<file path="src/rtl/mult_job_sequencer.sv">
// mult_job_sequencer
//   Host-side driver for a multiplier's start/done handshake. For each of num_jobs jobs it reads an
//   operand pair from operand memory, presents it on mul_a/mul_b, pulses mul_start, waits for
//   mul_done and writes the product to result memory at the job index. all_done pulses once the
//   batch is complete.
//
//   Optional feature macro: MJS_TIMEOUT_EN. When defined, a done-wait limit of TIMEOUT_CYCLES
//   aborts the batch and sets the sticky timeout_err output.
//
// Ports
//   clk, rst            clock (rising edge), asynchronous active-low reset
//   go, num_jobs        host batch request (pulse) and job count, sampled in S_IDLE only
//   rd_en, rd_addr      operand memory read strobe/address
//   rd_data_a/b         operand read data, valid one cycle after rd_en
//   mul_a, mul_b        operands to the multiplier, stable from S_LATCH until mul_done
//   mul_start           one-cycle start pulse to the multiplier
//   mul_done/result     one-cycle done pulse and product from the multiplier
//   wr_en, wr_addr      result memory write strobe/address (address = job index)
//   wr_data             registered product
//   busy, all_done      batch in progress / one-cycle completion pulse
//   job_count           results written in the current batch
//   timeout_err         sticky done-wait timeout flag (MJS_TIMEOUT_EN only)

module mult_job_sequencer #(
    parameter int unsigned DATA_W         = 16,
    parameter int unsigned RES_W          = 32,
    parameter int unsigned ADDR_W         = 4,
    parameter int unsigned TIMEOUT_CYCLES = 255
) (
    input  logic              clk,
    input  logic              rst,
    input  logic              go,
    input  logic [ADDR_W:0]   num_jobs,
    output logic              rd_en,
    output logic [ADDR_W-1:0] rd_addr,
    input  logic [DATA_W-1:0] rd_data_a,
    input  logic [DATA_W-1:0] rd_data_b,
    output logic [DATA_W-1:0] mul_a,
    output logic [DATA_W-1:0] mul_b,
    output logic              mul_start,
    input  logic              mul_done,
    input  logic [RES_W-1:0]  mul_result,
    output logic              wr_en,
    output logic [ADDR_W-1:0] wr_addr,
    output logic [RES_W-1:0]  wr_data,
    output logic              busy,
    output logic              all_done,
`ifdef MJS_TIMEOUT_EN
    output logic              timeout_err,
`endif
    output logic [ADDR_W:0]   job_count
);

    typedef enum logic [7:0] {
        S_IDLE     = 8'b0000_0001,
        S_FETCH    = 8'b0000_0010,
        S_WAIT     = 8'b0000_0100,
        S_LATCH    = 8'b0000_1000,
        S_START_HI = 8'b0001_0000,
        S_START_LO = 8'b0010_0000,
        S_WRITE    = 8'b0100_0000,
        S_FINISH   = 8'b1000_0000
    } state_t;

    localparam logic [ADDR_W:0] ONE = 1;

    state_t          state;
    // Index and latched count are ADDR_W+1 bits so a full 2^ADDR_W batch ends without wrapping.
    logic [ADDR_W:0] index;
    logic [ADDR_W:0] n_jobs;
    logic [ADDR_W:0] index_next;
    logic [ADDR_W:0] last_index;

`ifdef MJS_TIMEOUT_EN
    localparam logic [7:0] TO_LAST = 8'(TIMEOUT_CYCLES - 1);
    logic [7:0] wait_cnt;
`endif

    assign index_next = index + ONE;
    assign last_index = n_jobs - ONE;

    // Moore strobes (rd_en, mul_start, wr_en, all_done) are registered together with the state
    // they belong to, so each is high exactly for the one cycle spent in that state.
    always_ff @(posedge clk or negedge rst) begin
        if (!rst) begin
            state     <= S_IDLE;
            index     <= '0;
            n_jobs    <= '0;
            rd_en     <= 1'b0;
            rd_addr   <= '0;
            mul_a     <= '0;
            mul_b     <= '0;
            mul_start <= 1'b0;
            wr_en     <= 1'b0;
            wr_addr   <= '0;
            wr_data   <= '0;
            busy      <= 1'b0;
            all_done  <= 1'b0;
            job_count <= '0;
`ifdef MJS_TIMEOUT_EN
            wait_cnt    <= '0;
            timeout_err <= 1'b0;
`endif
        end else begin
            rd_en     <= 1'b0;
            mul_start <= 1'b0;
            wr_en     <= 1'b0;
            all_done  <= 1'b0;
            unique case (state)
                S_IDLE: begin
                    if (go) begin
                        n_jobs    <= num_jobs;
                        job_count <= '0;
                        index     <= '0;
                        busy      <= 1'b1;
                        if (num_jobs == '0) begin
                            state    <= S_FINISH;
                            all_done <= 1'b1;
                        end else begin
                            state   <= S_FETCH;
                            rd_en   <= 1'b1;
                            rd_addr <= '0;
                        end
                    end
                end
                S_FETCH: begin
                    state <= S_WAIT;
                end
                S_WAIT: begin
                    state <= S_LATCH;
                end
                S_LATCH: begin
                    mul_a     <= rd_data_a;
                    mul_b     <= rd_data_b;
                    state     <= S_START_HI;
                    mul_start <= 1'b1;
                end
                S_START_HI: begin
                    // The multiplier cannot finish while start is high, so mul_done is not looked at.
                    state <= S_START_LO;
`ifdef MJS_TIMEOUT_EN
                    wait_cnt <= '0;
`endif
                end
                S_START_LO: begin
                    if (mul_done) begin
                        wr_data <= mul_result;
                        wr_addr <= index[ADDR_W-1:0];
                        wr_en   <= 1'b1;
                        state   <= S_WRITE;
`ifdef MJS_TIMEOUT_EN
                    end else if (wait_cnt == TO_LAST) begin
                        // Abort the batch: no write for this job, but still report completion.
                        timeout_err <= 1'b1;
                        all_done    <= 1'b1;
                        state       <= S_FINISH;
                    end else begin
                        wait_cnt <= wait_cnt + 8'd1;
`endif
                    end
                end
                S_WRITE: begin
                    job_count <= job_count + ONE;
                    if (index == last_index) begin
                        state    <= S_FINISH;
                        all_done <= 1'b1;
                    end else begin
                        index   <= index_next;
                        rd_addr <= index_next[ADDR_W-1:0];
                        rd_en   <= 1'b1;
                        state   <= S_FETCH;
                    end
                end
                S_FINISH: begin
                    state <= S_IDLE;
                    busy  <= 1'b0;
                end
                default: begin
                    state <= S_IDLE;
                    busy  <= 1'b0;
                end
            endcase
        end
    end

endmodule
</file>
<file path="config.mk">
export PLATFORM = sky130hd
export DESIGN_NAME = mult_job_sequencer
export DESIGN_NICKNAME = d
export VERILOG_FILES = /design/src/rtl/mult_job_sequencer.sv
export SDC_FILE = /design/constraint.sdc
export NUM_CORES = 1
export LEC_CHECK = 0
export CORE_ASPECT_RATIO = 0.6
export CORE_MARGIN = 2
export CORE_UTILIZATION = 46
export CTS_BUF_LIST = sky130_fd_sc_hd__clkbuf_4
export CTS_CLUSTER_DIAMETER = 100
export DETAILED_ROUTE_END_ITERATION = 10
export HOLD_SLACK_MARGIN = 0.12
export PLACE_DENSITY = 0.94
export SLEW_MARGIN = 20
export SYNTH_ARGS = -nofsm -noshare
export SYNTH_HDL_FRONTEND = slang
export SYNTH_SLANG_ARGS = --single-unit
</file>
<file path="constraint.sdc">
create_clock -name clk -period 2.7 [get_ports clk]
set_input_delay 0.405 -clock clk [delete_from_list [all_inputs] [get_ports clk]]
set_output_delay 0.405 -clock clk [all_outputs]
set_load 0.01 [all_outputs]
</file>
Word-level counts from Yosys, hierarchy flattened
Cells that the tools add are included.
{"block": "op_classes", "n_addsub": 3, "n_eq_ne": 12, "mux": 26, "n_bitwise": 1, "n_reduce_logical": 10}
{"operator": "$pmux W8 S7", "count": 1}
{"operator": "$mux W8", "count": 4}
{"operator": "$pmux W5 S2", "count": 2}
{"operator": "$mux W4", "count": 3}
{"operator": "$add A5 B1 Y5 const B", "count": 2}
{"operator": "$mux W1", "count": 10}
{"operator": "$mux W5", "count": 2}
{"operator": "$reduce_and A2 Y1", "count": 5}
{"operator": "$eq A8 B1 Y1 const B", "count": 1}
{"operator": "$eq A8 B2 Y1 const B", "count": 1}
{"operator": "$eq A8 B3 Y1 const B", "count": 1}
{"operator": "$eq A8 B4 Y1 const B", "count": 1}
{"operator": "$eq A8 B5 Y1 const B", "count": 1}
{"operator": "$eq A8 B6 Y1 const B", "count": 1}
{"operator": "$eq A8 B7 Y1 const B", "count": 1}
{"operator": "$ne A2 B2 Y1 const B", "count": 4}
{"operator": "$pmux W4 S2", "count": 1}
{"operator": "$pmux W1 S2", "count": 3}
{"operator": "$reduce_or A6 Y1", "count": 1}
{"operator": "$eq A5 B5 Y1", "count": 1}
{"operator": "$logic_not A5 Y1", "count": 1}
{"operator": "$sub A5 B1 Y5 const B", "count": 1}
{"operator": "$reduce_and A4 Y1", "count": 1}
{"operator": "$reduce_and A3 Y1", "count": 1}
{"operator": "other kinds (2)", "count": 2}
{"block": "word_totals", "ff_bits": 100, "inputBits": 73, "output_inout_bits": 82, "elab_cells": 66}

Longest topological paths before layout
{"block": "depth", "word_depth": 4, "mapped_depth": 7, "ltp_nobuf": 7}

Worst setup path before layout
No wires, ideal clock.
{"block": "synth_path", "kind": "register -> register", "startpoint": "reg state[7]", "endpoint": "reg wr_addr[3]", "setup_ns": 0.128, "arrival_ns": 1.926, "t_required_ns": 2.572, "path_slack_ns": 0.646, "stages_incl_launch_ff": 7, "path_buffers": 2, "synth_period_minus_slack_ns": 2.054, "cell_sequence": "dfrtp_1 > or3_1 > nor4_2 > and4b_1 > buf_4 > buf_4 > mux2_1"}
{"block": "synth_via", "elab_chain_len": 2}
{"element": "start, declared", "line_no": "67", "source": "state_t state;"}
{"element": "start signal, assigned", "line_no": "86", "source": "state <= S_IDLE;"}
{"element": "start signal, assigned", "line_no": "117", "source": "state <= S_FINISH;"}
{"element": "start signal, assigned", "line_no": "120", "source": "state <= S_FETCH;"}
{"element": "$eq A8 B6 Y1", "line_no": "109", "source": "unique case (state)"}
{"element": "$reduce_and A2 Y1 (no source line)"}
{"element": "end signal, assigned", "line_no": "148", "source": "wr_addr <= index[ADDR_W-1:0];"}
{"element": "end, declared", "line_no": "44", "source": "output logic [ADDR_W-1:0] wr_addr,"}
No other way between the ends.
A chain may end at the register's enable or synchronous reset.

Worst setup path in the final report
{"block": "layout_path", "startpoint": "reg state[2]", "endpoint": "reg index[4]"}
{"block": "layout_via", "elab_chain_len": 3}
{"element": "$eq A8 B7 Y1 or $eq A8 B1 Y1 (tied branches)", "line_no": "109"}
{"element": "$ne A2 B2 Y1 (no source line) or $reduce_bool A2 Y1 (tied branches)"}
{"element": "$reduce_and A3 Y1 (no source line)"}
{"element": "end signal, assigned", "line_no": "168", "source": "index <= index_next;"}
{"element": "end, declared", "line_no": "69", "source": "logic [ADDR_W:0] index;"}
Parallel ways exist; a longest one is shown, timed or not.

==> impl_metrics.py <==
metrics = {
    "outcome": {
        "status": "finished, final reports clean",
    },
    "clock_tree": {
        "clock-sinks": 100,
        "clk_path_buf_depth": 2,
        "path_clk_slew_ns": 0.15,
        "postCtsSetupRepairBufs": 0,
        "clk_latency_ns": 0.45,
        "cts_resized": 0,
        "cts-buffers-inserted": 9,
        "cts_tree": "built",
        "cts_max_level": 3,
        "cts_root_buf": "clkbuf_4",
    },
    "sta": {
        "rsz0062_at_grt": "no",
        "relSlewSlack": 0.627,
        "drv_slew": 0,
        "tns_ns": 0,
        "layout_min_cycle_time_ns": 2.19,
        "clock.fmax_mhz": 457,
        "hold_viol": 0,
        "fin_skew_ns": 0.0151,
        "finalCritPeriodShare": 0.811,
        "worstMarginPinSlew_ns": 0.555,
        "setup_viol": 0,
        "whs_ns": 0.473,
    },
    "run": {
        "drv_cap": 0,
    },
    "setup_path": {
        "crit_fanout": 6,
        "ff2ff_setup_slack_ns": 0.51,
        "cp-end-kind": "register",
        "r2r_start": "state[2]",
        "worstPathArrival_ns": 2.58,
        "cp-start-kind": "register",
        "crit_type": "register to register",
        "timing.rr.end": "index[4]",
        "worstPathRequired_ns": 3.09,
        "reg2reg_depth": 5,
    },
    "synth": {
        "yosys_warnings": 0,
        "synthTopCellsByCount": "99 x dfrtp_1, 64 x mux2_1, 17 x nand2_1",
        "synth.cell_area_um2": 4120,
        "synth_seq_cells": 100,
        "synth_edf_count": 0,
        "yosysTopAreaCell": "dfrtp_1",
        "synth_top_area_frac": 0.602,
        "ys_seq_area_frac": 0.608,
        "synthDistinctLibCells": 46,
        "synth_flop_cell": "dfrtp_1",
        "yosys.cell_count.top_type": "dfrtp_1",
        "synth_area_leaders": "dfrtp_1 60%, mux2_1 18%, nand2_1 1.6%",
        "syn_avg_cell_area_um2": 14.0,
        "async_reset_ff_frac": 1.00,
        "mappedNetlistNets": 370,
        "syn_inst": 294,
    },
    "placed_design": {
        "place.gp.congestion": 0.910,
        "place_hpwl_mm": 7.43,
        "place_inst": 556,
        "io_buffers": 154,
    },
    "power": {
        "p_per_area_nw_per_um2": 766,
        "peakVddDrop_v": 0.000477,
        "p_leak_nw": 2.69,
    },
    "floorplan": {
        "ios": 155,
        "die_w_um": 126,
        "start_util": 0.479,
        "dieArea_um2": 9740,
        "rows": 26,
        "die_h_um": 77.3,
        "core_area_um2": 8590,
    },
    "grt": {
        "grt_pass1_vias": 3150,
        "grt_util_all_layers": 0.215,
        "grt_first_pass_wirelength_mm": 16.4,
        "grt_max_degree": 43,
        "grt_overflow_total": 0,
        "antenna_found_initial": 0,
    },
    "routing": {
        "wl_met2_mm": 4.56,
        "top_layer_used": "met4",
        "drtPass1Iterations": 4,
        "drtAntennaViolNets": 0,
        "drc": 0,
        "wl_met3_um": 876,
        "met1_length_mm": 4.23,
        "vias_per_cell": 5.21,
        "wl_mm": 9.77,
        "drt-initial-drc-count": 258,
        "wire_per_inst_um": 17.1,
        "vias": 2980,
    },
    "cells_and_area": {
        "drive_above_1_share": 0.0804,
        "final_util": 0.693,
        "diodes": 0,
        "syn_to_final_growth_pct": 44.7,
        "instances_no_fill": 572,
        "fin_nets": 532,
    },
    "worst_hold_path": {
        "hp-class": "primary input to async pin",
    },
}
-- through the flow --
stage	total power [mW]	setup slack, ns	instance area, um2
final	4.56	0.510	5960
after global routing	4.85	0.337	5960
after floorplan	2.87	0.646	4120
after global placement	3.75	0.541	5810
after detailed placement	3.84	0.485	5810
after CTS	4.61	0.505	5960
-- logic make-up (layout without fill, tap and decap cells) --
logic type / after synthesis / in the layout / synth area share
DFF: 100 / 100 / 0.608
muxes: 68 / 68 / 0.186
and+or+nand+nor: 61 / 61 / 0.0885
AOI/OAI and AO/OA: 28 / 28 / 0.0505
buffers and inverters: 19 / 185 / 0.0222
xor gates and xnor gates: 15 / 15 / 0.0353
adders and majority gates: 3 / 3 / 0.00912
-- state kept, by name, summed over array words and instances (netlist names) --
register,cells
state,8
mul_b,16
mul_start,1
rd_addr,4
busy,1
job_count,5
wr_en,1
mul_a,16
all_done,1
wr_data,32
wr_addr,4
n_jobs,5
rd_en,1
index,5
-- worst max path at each step --
stage / from / end / slack, ns
finish: state[2] / index[4] / 0.51
global placement: go / index[4] / 0.54
CTS: state[7] / wr_data[15] / 0.51
floorplan: state[7] / wr_addr[3] / 0.65
global route: state[2] / index[4] / 0.34
detailed placement: go / index[4] / 0.48
-- routing by layer --
| metal | vias to the layer above | global-route usage |
|---|---|---|
| met1 | 1448 | 0.281 |
| met2 | 145 | 0.341 |
| met4 | 0 | 0.0538 |
| met3 | 13 | 0.0809 |
| li1 | 1374 | - |
| met5 | - | 0 |
-- repair_timing --
item	CTS	global route
hold endpoints to repair	39	0
setup endpoints to repair	0	0
hold buffers	1	0
-- report_power, final --
part           total (mW)  internal, mW  switching, mW
logic                1.69         0.988          0.706
clock network       0.760         0.277          0.483
registers            2.11          1.86          0.245
total                4.56          3.13           1.43
-- final cells by class --
type	count	area [um2]
Clock buffer	9	67.6
Clock inverter	6	66.3
Fill cell	618	2630
Inverter	8	30.0
Multi-Input combinational cell	175	1520
Sequential cell	100	2500
Tap cell	112	140
Timing Repair Buffer	162	1630
-- critical path: stages (launching register included) --
cell	delay (ns)
dfrtp_1	0.48
nor4_2	0.54
nand3_1	0.20
nor4_2	0.58
o21ai_0	0.19
a21oi_1	0.14
-- layout by cell type (no fill, tap or decap), types with 6 or more instances in the layout --
| cell type | n |
|---|---|
| buf_4 | 6 |
| dfrtp_1 | 99 |
| nand2_1 | 17 |
| clkdlybuf4s50_1 | 153 |
| mux2_1 | 64 |
| o21ai_1 | 8 |
| nand3_1 | 6 |
| nor2_1 | 7 |
| xnor2_1 | 7 |
| inv_1 | 6 |
| xor2_1 | 7 |
| clkbuf_4 | 9 |
Power figures use the tool's default switching activity.
